[src/rtl/mem_port_arbiter.sv]
// Shares the single-ported memory between instruction fetch and data (load/store); optional counters under ARB_STATS_EN.
// Latency: registered grant, done combinational with mem_done (min 1 cycle after request seen); one idle bubble between accesses.
// Backpressure: requesters hold until their done pulse (if_stall/dm_stall); a stuck memory times out with rdata 16'hFFFF.
module mem_port_arbiter #(
  parameter int STARVE_MAX = 3,
  parameter int TIMEOUT    = 15
) (
  input  logic        clk,
  input  logic        rst,
  input  logic        if_req,
  input  logic [15:0] if_addr,
  output logic        if_done,
  output logic [15:0] if_rdata,
  output logic        if_stall,
  input  logic        dm_req,
  input  logic        dm_wr,
  input  logic [15:0] dm_addr,
  input  logic [15:0] dm_wdata,
  output logic        dm_done,
  output logic [15:0] dm_rdata,
  output logic        dm_stall,
  input  logic        halt,
  output logic        halted,
  output logic        mem_en,
  output logic        mem_wr,
  output logic [15:0] mem_addr,
  output logic [15:0] mem_wdata,
  input  logic [15:0] mem_rdata,
  input  logic        mem_done,
  output logic        err,
  output logic [15:0] stat_if_wait,
  output logic [15:0] stat_dm_grant
);

  localparam logic [3:0] STARVE_LIM = 4'(STARVE_MAX);
  localparam logic [7:0] TMO_LIM    = 8'(TIMEOUT);

  typedef enum logic [1:0] {S_IDLE, S_ISSUE, S_WAIT, S_HALTED} state_t;

  state_t      state;
  state_t      state_nxt;
  logic        owner_dm;
  logic [3:0]  starve_cnt;
  logic [7:0]  wait_cnt;
  logic        grant;
  logic        grant_dm;
  logic        xfer_end;
  logic        timed_out;

  // State register
  always_ff @(posedge clk or posedge rst) begin
    if (rst) state <= S_IDLE;
    else     state <= state_nxt;
  end

  // Next state, arbitration decision and completion pulses
  always_comb begin
    state_nxt = state;
    grant     = 1'b0;
    grant_dm  = 1'b0;
    xfer_end  = 1'b0;
    timed_out = 1'b0;
    if_done   = 1'b0;
    dm_done   = 1'b0;
    if_rdata  = 16'h0;
    dm_rdata  = 16'h0;
    unique case (state)
      S_IDLE: begin
        if (halt) begin
          state_nxt = S_HALTED;
        end else if (if_req || dm_req) begin
          grant     = 1'b1;
          // data has priority unless fetch has been passed over too often
          grant_dm  = dm_req && !(if_req && (starve_cnt == STARVE_LIM));
          state_nxt = S_ISSUE;
        end
      end
      S_ISSUE, S_WAIT: begin
        if (mem_done) begin
          xfer_end  = 1'b1;
          state_nxt = halt ? S_HALTED : S_IDLE;
        end else if ((state == S_WAIT) && (wait_cnt == TMO_LIM)) begin
          xfer_end  = 1'b1;
          timed_out = 1'b1;
          state_nxt = S_IDLE;
        end else begin
          state_nxt = S_WAIT;
        end
      end
      S_HALTED: state_nxt = S_HALTED;
      default:  state_nxt = S_IDLE;
    endcase
    if (xfer_end) begin
      if (owner_dm) begin
        dm_done  = 1'b1;
        dm_rdata = timed_out ? 16'hFFFF : (mem_wr ? 16'h0 : mem_rdata);
      end else begin
        if_done  = 1'b1;
        if_rdata = timed_out ? 16'hFFFF : mem_rdata;
      end
    end
  end

  // Grant capture: owner, memory command registers and the starvation counter
  always_ff @(posedge clk or posedge rst) begin
    if (rst) begin
      owner_dm   <= 1'b0;
      mem_en     <= 1'b0;
      mem_wr     <= 1'b0;
      mem_addr   <= 16'h0;
      mem_wdata  <= 16'h0;
      starve_cnt <= 4'h0;
    end else begin
      mem_en <= grant;
      if (grant) begin
        owner_dm  <= grant_dm;
        mem_addr  <= grant_dm ? dm_addr : if_addr;
        mem_wr    <= grant_dm & dm_wr;
        mem_wdata <= grant_dm ? dm_wdata : 16'h0;
        if (!grant_dm)
          starve_cnt <= 4'h0;
        else if (if_req && (starve_cnt != STARVE_LIM))
          starve_cnt <= starve_cnt + 4'h1;
      end
    end
  end

  // Wait-cycle counter and sticky timeout flag
  always_ff @(posedge clk or posedge rst) begin
    if (rst) begin
      wait_cnt <= 8'h0;
      err      <= 1'b0;
    end else begin
      if (state == S_ISSUE)
        wait_cnt <= 8'h0;
      else if ((state == S_WAIT) && !mem_done && (wait_cnt != TMO_LIM))
        wait_cnt <= wait_cnt + 8'h1;
      if (timed_out)
        err <= 1'b1;
    end
  end

  assign halted   = (state == S_HALTED);
  assign if_stall = if_req & ~if_done;
  assign dm_stall = dm_req & ~dm_done;

`ifdef ARB_STATS_EN
  logic [15:0] if_wait_cnt;
  logic [15:0] dm_grant_cnt;

  // Free-running wrap-around statistics
  always_ff @(posedge clk or posedge rst) begin
    if (rst) begin
      if_wait_cnt  <= 16'h0;
      dm_grant_cnt <= 16'h0;
    end else begin
      if (if_stall)
        if_wait_cnt <= if_wait_cnt + 16'h1;
      if (grant && grant_dm)
        dm_grant_cnt <= dm_grant_cnt + 16'h1;
    end
  end

  assign stat_if_wait  = if_wait_cnt;
  assign stat_dm_grant = dm_grant_cnt;
`else
  assign stat_if_wait  = 16'h0;
  assign stat_dm_grant = 16'h0;
`endif

endmodule

[config.mk]
export PLATFORM = sky130hd
export DESIGN_NAME = mem_port_arbiter
export DESIGN_NICKNAME = d
export VERILOG_FILES = /design/src/rtl/mem_port_arbiter.sv
export SDC_FILE = /design/constraint.sdc
export NUM_CORES = 1
export LEC_CHECK = 0
export CORE_ASPECT_RATIO = 1.2
export CORE_MARGIN = 5
export CORE_UTILIZATION = 38
export CTS_CLUSTER_DIAMETER = 150
export DETAILED_ROUTE_END_ITERATION = 12
export GPL_ROUTABILITY_DRIVEN = 0
export PLACE_DENSITY = 0.81
export SLEW_MARGIN = 15
export SYNTH_ARGS = -nofsm -noshare
export SYNTH_HDL_FRONTEND = slang
export SYNTH_SLANG_ARGS = --single-unit
[constraint.sdc]
create_clock -name clk -period 2.95 [get_ports clk]
set_input_delay 0.885 -clock clk [delete_from_list [all_inputs] [get_ports clk]]
set_output_delay 0.885 -clock clk [all_outputs]
set_load 0.02 [all_outputs]
; ---- Yosys cells after proc, flatten, opt, wreduce, memory -nomap -nowiden
; Cells that the tools add are included.
[totals]
regBits = 50
input_bits = 71
[op_classes]
n_addsub = 2
n_eq_ne = 9
muxes = 34
n_bitwise = 5
n_reduce_logical = 13
[op_table]
columns = op, count
row1 = $mux W16, 9
row2 = $mux W8, 2
row3 = $mux W1, 15
row4 = $mux W2, 5
row5 = $add A8 B1 Y8 const B, 1
row6 = $eq A8 B4 Y1 const B, 1
row7 = $mux W4, 2
row8 = $ne A8 B4 Y1 const B, 1
row9 = $logic_and A1 B1 Y1, 6
row10 = $pmux W2 S3, 1
row11 = $add A4 B1 Y4 const B, 1
row12 = $eq A2 B2 Y1 const B, 2
row13 = $eq A4 B2 Y1 const B, 1
row14 = $ne A4 B2 Y1 const B, 1
row15 = $and A1 B1 Y1, 3
row16 = $ne A3 B3 Y1 const B, 1
row17 = $eq A2 B1 Y1 const B, 1
row18 = $logic_not A1 Y1, 2
row19 = $logic_not A2 Y1, 1
row20 = $ne A2 B1 Y1 const B, 1
row21 = $not A1 Y1, 2
row22 = $reduce_and A2 Y1, 1
row23 = $reduce_bool A2 Y1, 1
row24 = $reduce_or A2 Y1, 1
row25 = $logic_or A1 B1 Y1, 1

; ---- Longest topological paths before layout
; Gate-level depths: netlist of run 1.
[depth]
ltp_word = 9
mapped_depth = 8

; ---- Worst setup path after synthesis of run 1
; OpenSTA, ideal clock, no wires.
[synth_timing]
kind = input-to-output
from = input port mem_done
to = output port if_rdata[0]
t_arrival_ns = 1.864
setup_slack_ns = 0.201
cell_stages = 4
n_path_buf = 2
cell_sequence = clkbuf_1 clkbuf_1 nand2_1 a21oi_1
[synth_via]
elab_chain_cells = 5
elab_cells_between_ends = 7
classes_between = mux: 7
[synth_rtl]
columns = item, line
row1 = "start, declared", 29  ; input logic mem_done,
row2 = $mux W1, 79  ; if (mem_done) begin
row3 = $mux W1, 67  ; unique case (state)
row4 = $mux W16, 99  ; if_rdata = timed_out ? 16'hFFFF : mem_rdata;
row5 = $mux W16, 94  ; if (owner_dm) begin
row6 = $mux W16 (*), 93  ; if (xfer_end) begin
row7 = "end, declared", 13  ; output logic [15:0] if_rdata,
; Mark *: on every way between the ends. The rest lies on a longest branch, timed or not.

; ---- Worst setup path after layout of run 1
[layout_timing]
from = input port mem_done
to = output port dm_rdata[1]
[layout_via]
elab_chain_cells = 5
elab_cells_between_ends = 7
classes_between = mux: 7
[layout_rtl]
columns = item, line
row1 = $mux W1, 79
row2 = $mux W1, 67
row3 = $mux W16, 96  ; dm_rdata = timed_out ? 16'hFFFF : (mem_wr ? 16'h0 : mem_rdata);
row4 = $mux W16, 94
row5 = $mux W16 (*), 93
row6 = "end, declared", 20  ; output logic [15:0] dm_rdata,
; Marked as above.

==> results of run 1 <==
[power by group through the flow]
stage	registers, uW	clock network [uW]	logic (uW)
2_1_floorplan	698	0	99.6
3_3_place_gp	698	0	184
3_5_place_dp	698	0	186
4_1_cts	685	586	185
5_1_grt	685	616	199
6_report	685	569	185
[layer usage]
metal / global-route usage (%) / share of wire [%]
met1: 18.2 / 36
met2: 29.2 / 50
met3: 5.62 / 14
met4: 3.94 / 1.1
met5: 0 / 0
[stage by stage]
| stage | hold WS [ns] | std cells | setup TNS (ns) |
|---|---|---|---|
| after CTS | 0.478 | 539 | 0 |
| final | 0.474 | 540 | 0 |
| after floorplan | 0.460 | 331 | 0 |
| after global placement | 0.453 | 531 | -20.08 |
| after detailed placement | 0.457 | 531 | -21.36 |
| after global routing | 0.511 | 540 | -0.0114 |
[state kept, by name, indices dropped and copies added, names as in the netlist]
signal      cells
starve_cnt      4
state           2
mem_wdata      16
owner_dm        1
err             1
mem_en          1
mem_wr          1
wait_cnt        8
mem_addr       16
[worst min path at each step]
stage                         end  depth (start not counted)
detailed placement            err                          1
global placement              err                          1
finish                        err                          1
floorplan           starve_cnt[3]                          1
global route          mem_addr[7]                          2
CTS                           err                          1
[cell usage in the layout (no fill, tap or decap), drive strengths merged, types with 2 or more instances in the layout]
cell	Yosys	routed
xor2	2	2
nand4	5	5
nor2	14	14
a31oi	2	2
nor3	2	2
ha	6	6
and4b	2	2
dfrtp	50	50
clkdlybuf4s50	0	105
dlygate4sd2	0	3
nand2	39	39
a21oi	20	20
clkbuf	9	5
and2b	2	2
a22o	17	17
and4	2	2
mux2i	18	18
buf	42	53
nand3	4	4
nand2b	3	3
conb	1	32
inv	4	4
nor2b	4	4
bufinv	0	2
o21ai	22	22
and3	2	2
a21o	17	17
xnor2	2	2
[area by class of cell]
class                   count  share of cell area, %
inverters                   4                  0.341
clock inverters             3                   1.56
repair buffers            162                   33.4
clock buffers               5                   1.56
flip-flops and latches     50                   28.4
well taps                  90                   2.56
multi-input cells         226                   32.1
[cells by family (layout without fill, tap and decap cells)]
kind of cell             count (synthesis)  in the layout  synth area share (%)
buffers and inverters                   55            174                  12.6
XOR/XNOR                                 4              4                  1.21
AND/OR/NAND/NOR                         84             84                  15.4
multiplexers                            19             19                  6.61
adder cells (fa/ha/maj)                  6              6                  2.59
AO/OA/AOI/OAI                           81             81                  18.2
other                                    1             32                 0.130
flip-flops                              50             50                  43.2
[timing repair]
| action | in CTS | in global routing |
|---|---|---|
| gates resized for setup | 136 | 11 |
| gates cloned | 0 | 0 |
| setup endpoints to repair | 36 | 10 |
==> impl_metrics.tcl, run 1 <==
set metrics [dict create \
    drv_slew 0 \
    clkSinkCount 50 \
    seq_power_share_pct 47.6 \
    pwr-share-comb_pct 12.8 \
    htreeDepth 2 \
    setup_ws_ns 0.0598 \
    skew_ns 0.00550 \
    syn-cell-area_um2 2890 \
    clk_latency_ns 0.30 \
    grt_usage_pct 16.4 \
    cp_cell_sequence "dlygate4sd2_1, and2b_2, nand3_4, nor2_4, buf_12, a21o_1, buf_2" \
    max-slew-margin-rel_pct 46.4 \
    peakVddDrop_mv 0.252 \
    intPower_uw 1120 \
    outcome "finished, final reports clean" \
    worstSetupPathType "primary input to output pin" \
    ys_types 41 \
    place_area_um2 4370 \
    cts_buffer_depth 2 \
    drv_cap 0 \
    syn2layout_area_growth_pct 52.0 \
    vias 2646 \
    yosysTopAreaCell "dfrtp_1" \
    grt_pass1_vias 2543 \
    synthTopCellsByCount "dfrtp_1 (50), nand2_1 (39), buf_4 (33), a21oi_1 (20), mux2i_1 (18)" \
    drive_gt1_share_pct 15.8 \
    ys_seq_area_share_pct 43.2 \
    drtIter0Drc 83 \
    hold_viol 0 \
    hpwl_mm 6.41 \
    num_antenna_cells 0 \
    grt_max_degree 52 \
    power_density_nw_per_um2 327 \
    cpPeakStageDelay_ns 0.27 \
    die_w_um 89.7 \
    cts_buffers 5 \
    crit_fanout 16 \
    firstDrtPassIters 4 \
    die-area_um2 9470 \
    path_depth 7 \
    worst_pin_slew_ns 0.804 \
    synth_edf_count 0 \
    regArea_um2 1250 \
    synth.most_common_cell "dfrtp_1" \
    synth_warnings 0 \
    dp_slack_ns -0.637 \
    max_freq_ghz 0.346 \
    synth_top_area_share_pct 43.2 \
    nets 526 \
    crit-reg2reg-capture "mem_addr[9]" \
    path_clk_slew_ns 0.09 \
    drt-wirelength-per-cell_um 14.9 \
    start_util_pct 39.3 \
    synth_ff_type "dfrtp_1" \
    multi_input_area_um2 1410 \
    fin_crit_ns 2.89 \
    cp_top_family "buffers and inverters" \
    hold_start "err" \
    drc 0 \
    die_h_um 106 \
    cp-endpoint "dm_rdata[1]" \
    p_leak_uw 0.00220 \
    placementRows 34 \
    viasPerCell 4.90 \
    portBuffers 142 \
    switching_share_pct 22.0 \
    crit_buf_inv 3 \
    critPathCaptureType "output pin" \
    layout_worst_path_cycle_share_pct 98.0 \
    cts_setup_buffers 0 \
    fillers 632 \
    rrSetupSlack_ns 0.84 \
    cp-start-kind "primary input" \
    finalSetupViolations 0 \
    hold_path_class "flop to flop" \
    cpMaxStageDelayCell "dlygate4sd2_1" \
    core_area_um2 7360 \
    cts_tree "done" \
    ios 175 \
    cts_root_buf "clkbuf_8" \
    final_area_um2 4400 \
    grt.overflow.total 0 \
    grt_pass1_wl_mm 12.3 \
    antenna_found_initial 0 \
    syn_area_per_cell_um2 9.65 \
    p_clk_share_pct 39.5 \
    synthCells 300 \
    p_sw_uw 316 \
    hold_buffers 0 \
    ant_nets 0 \
    yosys-top-cells-area "dfrtp_1 (43%), buf_4 (8.6%), mux2i_1 (6.2%), a22o_1 (5.1%), nand2_1 (5.1%)" \
    routed_wl_mm 8.07 \
    p_total_uw 1440 \
    critPathArrivalTime_ns 2.01 \
    final_util_pct 59.8 \
    rr_startpoint "state[0]" \
    rr_worst_depth 6 \
    synthArstFlopShare_pct 100 \
    worstPathRequired_ns 2.07 \
    ys_ff_latch 50 \
    crit_start "mem_done" \
]
(Power assumes the default switching activity.)
==> run 2, diff against run 1 <==
--- a/config.mk
+++ b/config.mk
@@ -5,9 +5,10 @@
 export SDC_FILE = /design/constraint.sdc
 export NUM_CORES = 1
 export LEC_CHECK = 0
+export ABC_AREA = 1
 export CORE_ASPECT_RATIO = 1.2
 export CORE_MARGIN = 5
-export CORE_UTILIZATION = 38
+export CORE_UTILIZATION = 39
 export CTS_CLUSTER_DIAMETER = 150
 export DETAILED_ROUTE_END_ITERATION = 12
 export GPL_ROUTABILITY_DRIVEN = 0
==> run 2 against run 1 <==
Net effect: via count up 22%; final area rose by 7.1%; power decreased by 13%; die area grew 3.5%; register-to-register slack gained 0.30 ns; non-clock buffer count rose by 9; synthesized area is 6.7% higher; synthesized cell count up 35%; combinational power decreased by 6%; critical endpoint is now if_rdata[0]; largest power group unchanged.
==> impl_metrics.tcl, run 2 <==
set metrics [dict create \
    grt_pass1_vias 3200 \
    die_h_um 107 \
    crit-reg2reg-capture "starve_cnt[3]" \
    rsz0062_at_grt "yes" \
    layout_common_cells "clkdlybuf4s50_1 (105), nand2_1 (99), nor2_1 (60)" \
    drv_cap 0 \
    synthCells 405 \
    synth_edf_count 0 \
    worst_pin_slew_ns 0.578 \
    hold_path_class "flop to flop" \
    die_w_um 91.2 \
    synthArstFlopShare_pct 100 \
    syn2layout_area_growth_pct 52.6 \
    vias 3231 \
    grt_max_degree 37 \
    layout_worst_path_cycle_share_pct 98.1 \
    regArea_um2 1250 \
    ys_types 30 \
    crit_fanout 8 \
    ys_ff_latch 50 \
    rrSetupSlack_ns 1.14 \
    final_util_pct 61.1 \
    num_antenna_cells 0 \
    max_freq_ghz 0.345 \
    synth_top_area_share_pct 40.5 \
    p_leak_uw 0.00230 \
    placementRows 35 \
    critPathCaptureType "output pin" \
    max-slew-margin-rel_pct 61.4 \
    hold_viol 0 \
    cts_tree "done" \
    cts_buffer_depth 2 \
    ant_nets 0 \
    drive_gt1_share_pct 17.2 \
    power_density_nw_per_um2 267 \
    p_total_uw 1260 \
    synth_warnings 0 \
    synth_ff_type "dfrtp_1" \
    outcome "finished, final reports clean" \
    drtIter0Drc 154 \
    syn-cell-area_um2 3090 \
    yosys-top-cells-area "dfrtp_1 (41%), nand2_1 (12%), buf_4 (8.5%), nor2_1 (7.4%), a21oi_1 (5.7%)" \
    drc 0 \
    rr_startpoint "state[0]" \
    rr_worst_depth 8 \
    synth.most_common_cell "nand2_1" \
    yosysTopAreaCell "dfrtp_1" \
    crit_start "mem_done" \
    fillers 671 \
    grt.overflow.total 0 \
    skew_ns 0.0101 \
    hold_ws_ns 0.473 \
    fin_setup_tns_ns 0 \
    fin_crit_ns 2.90 \
    critPathArrivalTime_ns 2.01 \
    path_clk_slew_ns 0.10 \
    routed_wl_mm 9.62 \
    cp-endpoint "if_rdata[0]" \
    multi_input_area_um2 1580 \
    cts_root_buf "clkbuf_8" \
    grt_pass1_wl_mm 15.3 \
    ios 175 \
    die-area_um2 9800 \
    finalSetupViolations 0 \
    worstPathRequired_ns 2.07 \
    cp-start-kind "primary input" \
    peakVddDrop_mv 0.238 \
    viasPerCell 4.92 \
    htreeDepth 2 \
    clkSinkCount 50 \
    nets 641 \
    antenna_found_initial 0 \
    drt-wirelength-per-cell_um 14.6 \
    grt_usage_pct 19.0 \
    worstSetupPathType "primary input to output pin" \
    start_util_pct 40.0 \
    ys_seq_area_share_pct 40.5 \
    portBuffers 142 \
    cts_buffers 5 \
    final_common_cell "clkdlybuf4s50_1" \
    core_area_um2 7710 \
    syn_area_per_cell_um2 7.62 \
    reg.largest.list "mem_addr: 16 flops, mem_wdata: 16 flops, wait_cnt: 8 flops" \
    firstDrtPassIters 4 \
    drv_slew 0 \
    clk_latency_ns 0.30 \
    hpwl_mm 7.40 \
    synthTopCellsByCount "nand2_1 (101), nor2_1 (61), dfrtp_1 (50), a21oi_1 (35), buf_4 (35)" \
]
run 2: what timing repair did:
item	in CTS	in global routing
setup endpoints to repair	36	35
setup buffers	3	2
hold buffers	0	0
gates resized for setup	113	48
pin swaps	1	4
gates cloned	2	0
run 2: metal layers:
metal / global-route usage, % / wire length (um) / vias up
li1: - / - / 1571
met1: 21.2 / 3760 / 1472
met2: 34.2 / 4810 / 176
met3: 6.50 / 897 / 12
met4: 4.93 / 142 / 0
met5: 0 / 0 / -
run 2: how the worst min path moves through the flow:
stage / startpoint / end / slack, ns / depth (start not counted)
2_1_floorplan: wait_cnt[1] / wait_cnt[1] / 0.47 / 2
3_3_place_gp: err / err / 0.45 / 2
3_5_place_dp: err / err / 0.45 / 2
4_1_cts: err / err / 0.48 / 2
5_1_grt: err / err / 0.51 / 2
6_report: err / err / 0.47 / 2
run 2: critical path, cell delays in order:
cell and delay (ns):
dlygate4sd2_1 0.22, inv_2 0.06, nand2_4 0.08, inv_8 0.05
bufbuf_16 0.27, a31oi_1 0.20, nor2_1 0.07, buf_4 0.16
run 2: layout make-up:
cell class	instances	share of cell area, %
sequential	50	26.6
clock inverter	3	0.452
timing repair buffer	171	33.1
tap	92	2.44
clock buffer	5	1.46
inverter	27	2.31
multi-input combinational	309	33.6
run 2: kinds of logic after synthesis:
group | after synthesis | share of synthesized area, %
simple gates | 193 | 26.7
buf+inv | 78 | 14.8
other cells | 1 | 0.121
flops | 50 | 40.5
fa+ha+maj | 6 | 2.43
compound gates | 75 | 14.9
xor+xnor | 2 | 0.568
run 2: metrics by stage:
step / setup slack [ns] / std cells / area (um2)
final: 0.0550 / 657 / 4710
after global routing: -0.0248 / 657 / 4710
after CTS: 0.00335 / 655 / 4740
after detailed placement: -0.634 / 642 / 4580
after global placement: -0.571 / 642 / 4580
after floorplan: 0.165 / 436 / 3200
run 2: power breakdown:
part           internal [uW]  leakage [uW]  switching, uW
clock network            167     0.0000441            233
logic                   91.3       0.00158           81.5
registers                685      0.000673              0
==> run 3, diff against run 2 <==
--- a/config.mk
+++ b/config.mk
@@ -8,11 +8,13 @@
 export ABC_AREA = 1
 export CORE_ASPECT_RATIO = 1.2
 export CORE_MARGIN = 5
-export CORE_UTILIZATION = 39
+export CORE_UTILIZATION = 55
 export CTS_CLUSTER_DIAMETER = 150
 export DETAILED_ROUTE_END_ITERATION = 12
+export DONT_BUFFER_PORTS = 1
 export GPL_ROUTABILITY_DRIVEN = 0
-export PLACE_DENSITY = 0.81
+export PLACE_DENSITY = 0.69
+export SKIP_CTS_REPAIR_TIMING = 1
 export SLEW_MARGIN = 15
 export SYNTH_ARGS = -nofsm -noshare
 export SYNTH_HDL_FRONTEND = slang
==> run 3 against run 2 <==
Net effect: routed wire length decreased by 22%; critical path depth unchanged; register-to-register slack got worse by 0.22 ns; sequential power about the same; core utilization decreased by 0.89 points; critical path type is now flop to output pin; largest power group unchanged.
==> impl_metrics.tcl, run 3 (same netlist as run 2, synthesis figures left out) <==
set metrics [dict create \
    cp_cell_sequence "ha_2, inv_1, nor2_2, nand4_1, nand2_2, nand3_4, nor2_1, buf_4" \
    skew_ns 0.00778 \
    outcome "finished, final reports clean" \
    crit-reg2reg-capture "mem_addr[3]" \
    p_total_uw 1130 \
    grt_max_degree 37 \
    critPathArrivalTime_ns 1.97 \
    p_leak_uw 0.00176 \
    die-area_um2 7220 \
    cts_root_buf "clkbuf_8" \
    rr_worst_depth 9 \
    die_h_um 92.1 \
    worstSetupPathType "flop to output pin" \
    crit_buf_inv 2 \
    power_density_nw_per_um2 338 \
    drtIter0Drc 115 \
    final_common_cell "nand2_1" \
    max_freq_ghz 0.351 \
    pwr-share-comb_pct 5.7 \
    htreeDepth 2 \
    peakVddDrop_mv 0.349 \
    rrSetupSlack_ns 0.92 \
    start_util_pct 55.6 \
    nets 511 \
    crit_fanout 18 \
    cts_buffers 5 \
    routed_wl_mm 7.46 \
    hold_viol 0 \
    p_sw_uw 272 \
    critPathCaptureType "output pin" \
    cts_tree "done" \
    drv_slew 0 \
    hold_path_class "primary input to async pin" \
    cpMaxStageDelayCell "dfrtp_1" \
    rsz0062_at_grt "yes" \
    ant_nets 0 \
    portBuffers 0 \
    dp_slack_ns 0.236 \
    core_area_um2 5560 \
    max-slew-margin-rel_pct 36.1 \
    antenna_found_initial 0 \
    layout_worst_path_cycle_share_pct 96.7 \
    viasPerCell 5.29 \
    layout_common_cells "nand2_1 (100), nor2_1 (61), dfrtp_1 (50)" \
    cts_buffer_depth 2 \
    drt-wirelength-per-cell_um 14.9 \
    drive_gt1_share_pct 15.2 \
    clk_latency_ns 0.29 \
    num_antenna_cells 0 \
    intPower_uw 859 \
    die_w_um 78.4 \
    finalSetupViolations 0 \
    hpwl_mm 5.76 \
    setup_ws_ns 0.0976 \
    vias 2642 \
    grt_usage_pct 20.2 \
    syn2layout_area_growth_pct 8.39 \
    grt_pass1_wl_mm 11.9 \
    grt_pass1_vias 2475 \
    cpPeakStageDelay_ns 0.39 \
    cp_top_family "simple AND/OR/NAND/NOR gates" \
    worstPathRequired_ns 2.07 \
    ios 175 \
    cp-start-kind "flop" \
    drc 0 \
    worst_pin_slew_ns 0.957 \
    firstDrtPassIters 4 \
    path_clk_slew_ns 0.09 \
    seq_power_share_pct 60.6 \
    grt.overflow.total 0 \
    clkSinkCount 50 \
    reg.largest.list "mem_addr: 16 flops, mem_wdata: 16 flops, wait_cnt: 8 flops" \
    switching_share_pct 24.1 \
    p_clk_share_pct 33.8 \
    drv_cap 0 \
    fin_crit_ns 2.85 \
    placementRows 30 \
    rr_startpoint "state[0]" \
]
## run 3: area by class of cell
type	count	area (um2)
sequential	50	1250
clock buffer	6	72.6
tap	64	80.1
clock inverter	2	13.8
fill	544	2210
multi-input combinational	308	1510
timing repair buffer	42	315
inverter	27	101
## run 3: worst register-to-register path, stage by stage, from the launching register on
cell and delay, ns:
dfrtp_1 0.41, inv_1 0.12, ha_2 0.20, nand2_1 0.11, nor2_1 0.10, nand2_1 0.05
buf_4 0.19, inv_2 0.45, nand2_1 0.11, a21oi_1 0.20
## run 3: power by group through the flow
stage / Combinational, uW / Clock [uW] / Sequential (uW)
6_report: 63.9 / 382 / 685
5_1_grt: 71.2 / 433 / 685
4_1_cts: 63.1 / 394 / 685
3_5_place_dp: 63.0 / 0 / 698
3_3_place_gp: 62.7 / 0 / 698
2_1_floorplan: 89.5 / 0 / 698
## run 3: worst max-delay path by stage
stage | start | endpoint | slack, ns | depth (start not counted)
3_5_place_dp | state[0] | dm_rdata[11] | 0.24 | 5
4_1_cts | state[0] | dm_rdata[11] | -0.10 | 5
6_report | wait_cnt[0] | if_rdata[9] | 0.1 | 8
5_1_grt | state[0] | dm_rdata[3] | -0.05 | 7
3_3_place_gp | state[0] | dm_rdata[7] | 0.29 | 5
2_1_floorplan | mem_done | if_rdata[0] | 0.16 | 6
## run 3: stage by stage
stage	setup TNS, ns	utilization, %	std cells	hold WS, ns	area, um2
after global routing	-0.273	60.2	499	0.527	3350
after floorplan	0	-	436	0.468	3200
final	0	60.2	499	0.490	3350
after detailed placement	0	58.0	488	0.496	3220
after global placement	0	58.0	488	0.486	3220
after CTS	-1.65	59.5	496	0.496	3310
## run 3: per-layer routing
layer  up-vias  global-route usage (%)  part of all wire [%]
met3        13                    6.19                   9.6
met5         -                       0                     0
li1       1307                       -                     -
met4         0                    5.39                   1.5
met1      1204                    24.8                    40
met2       118                    34.5                    49
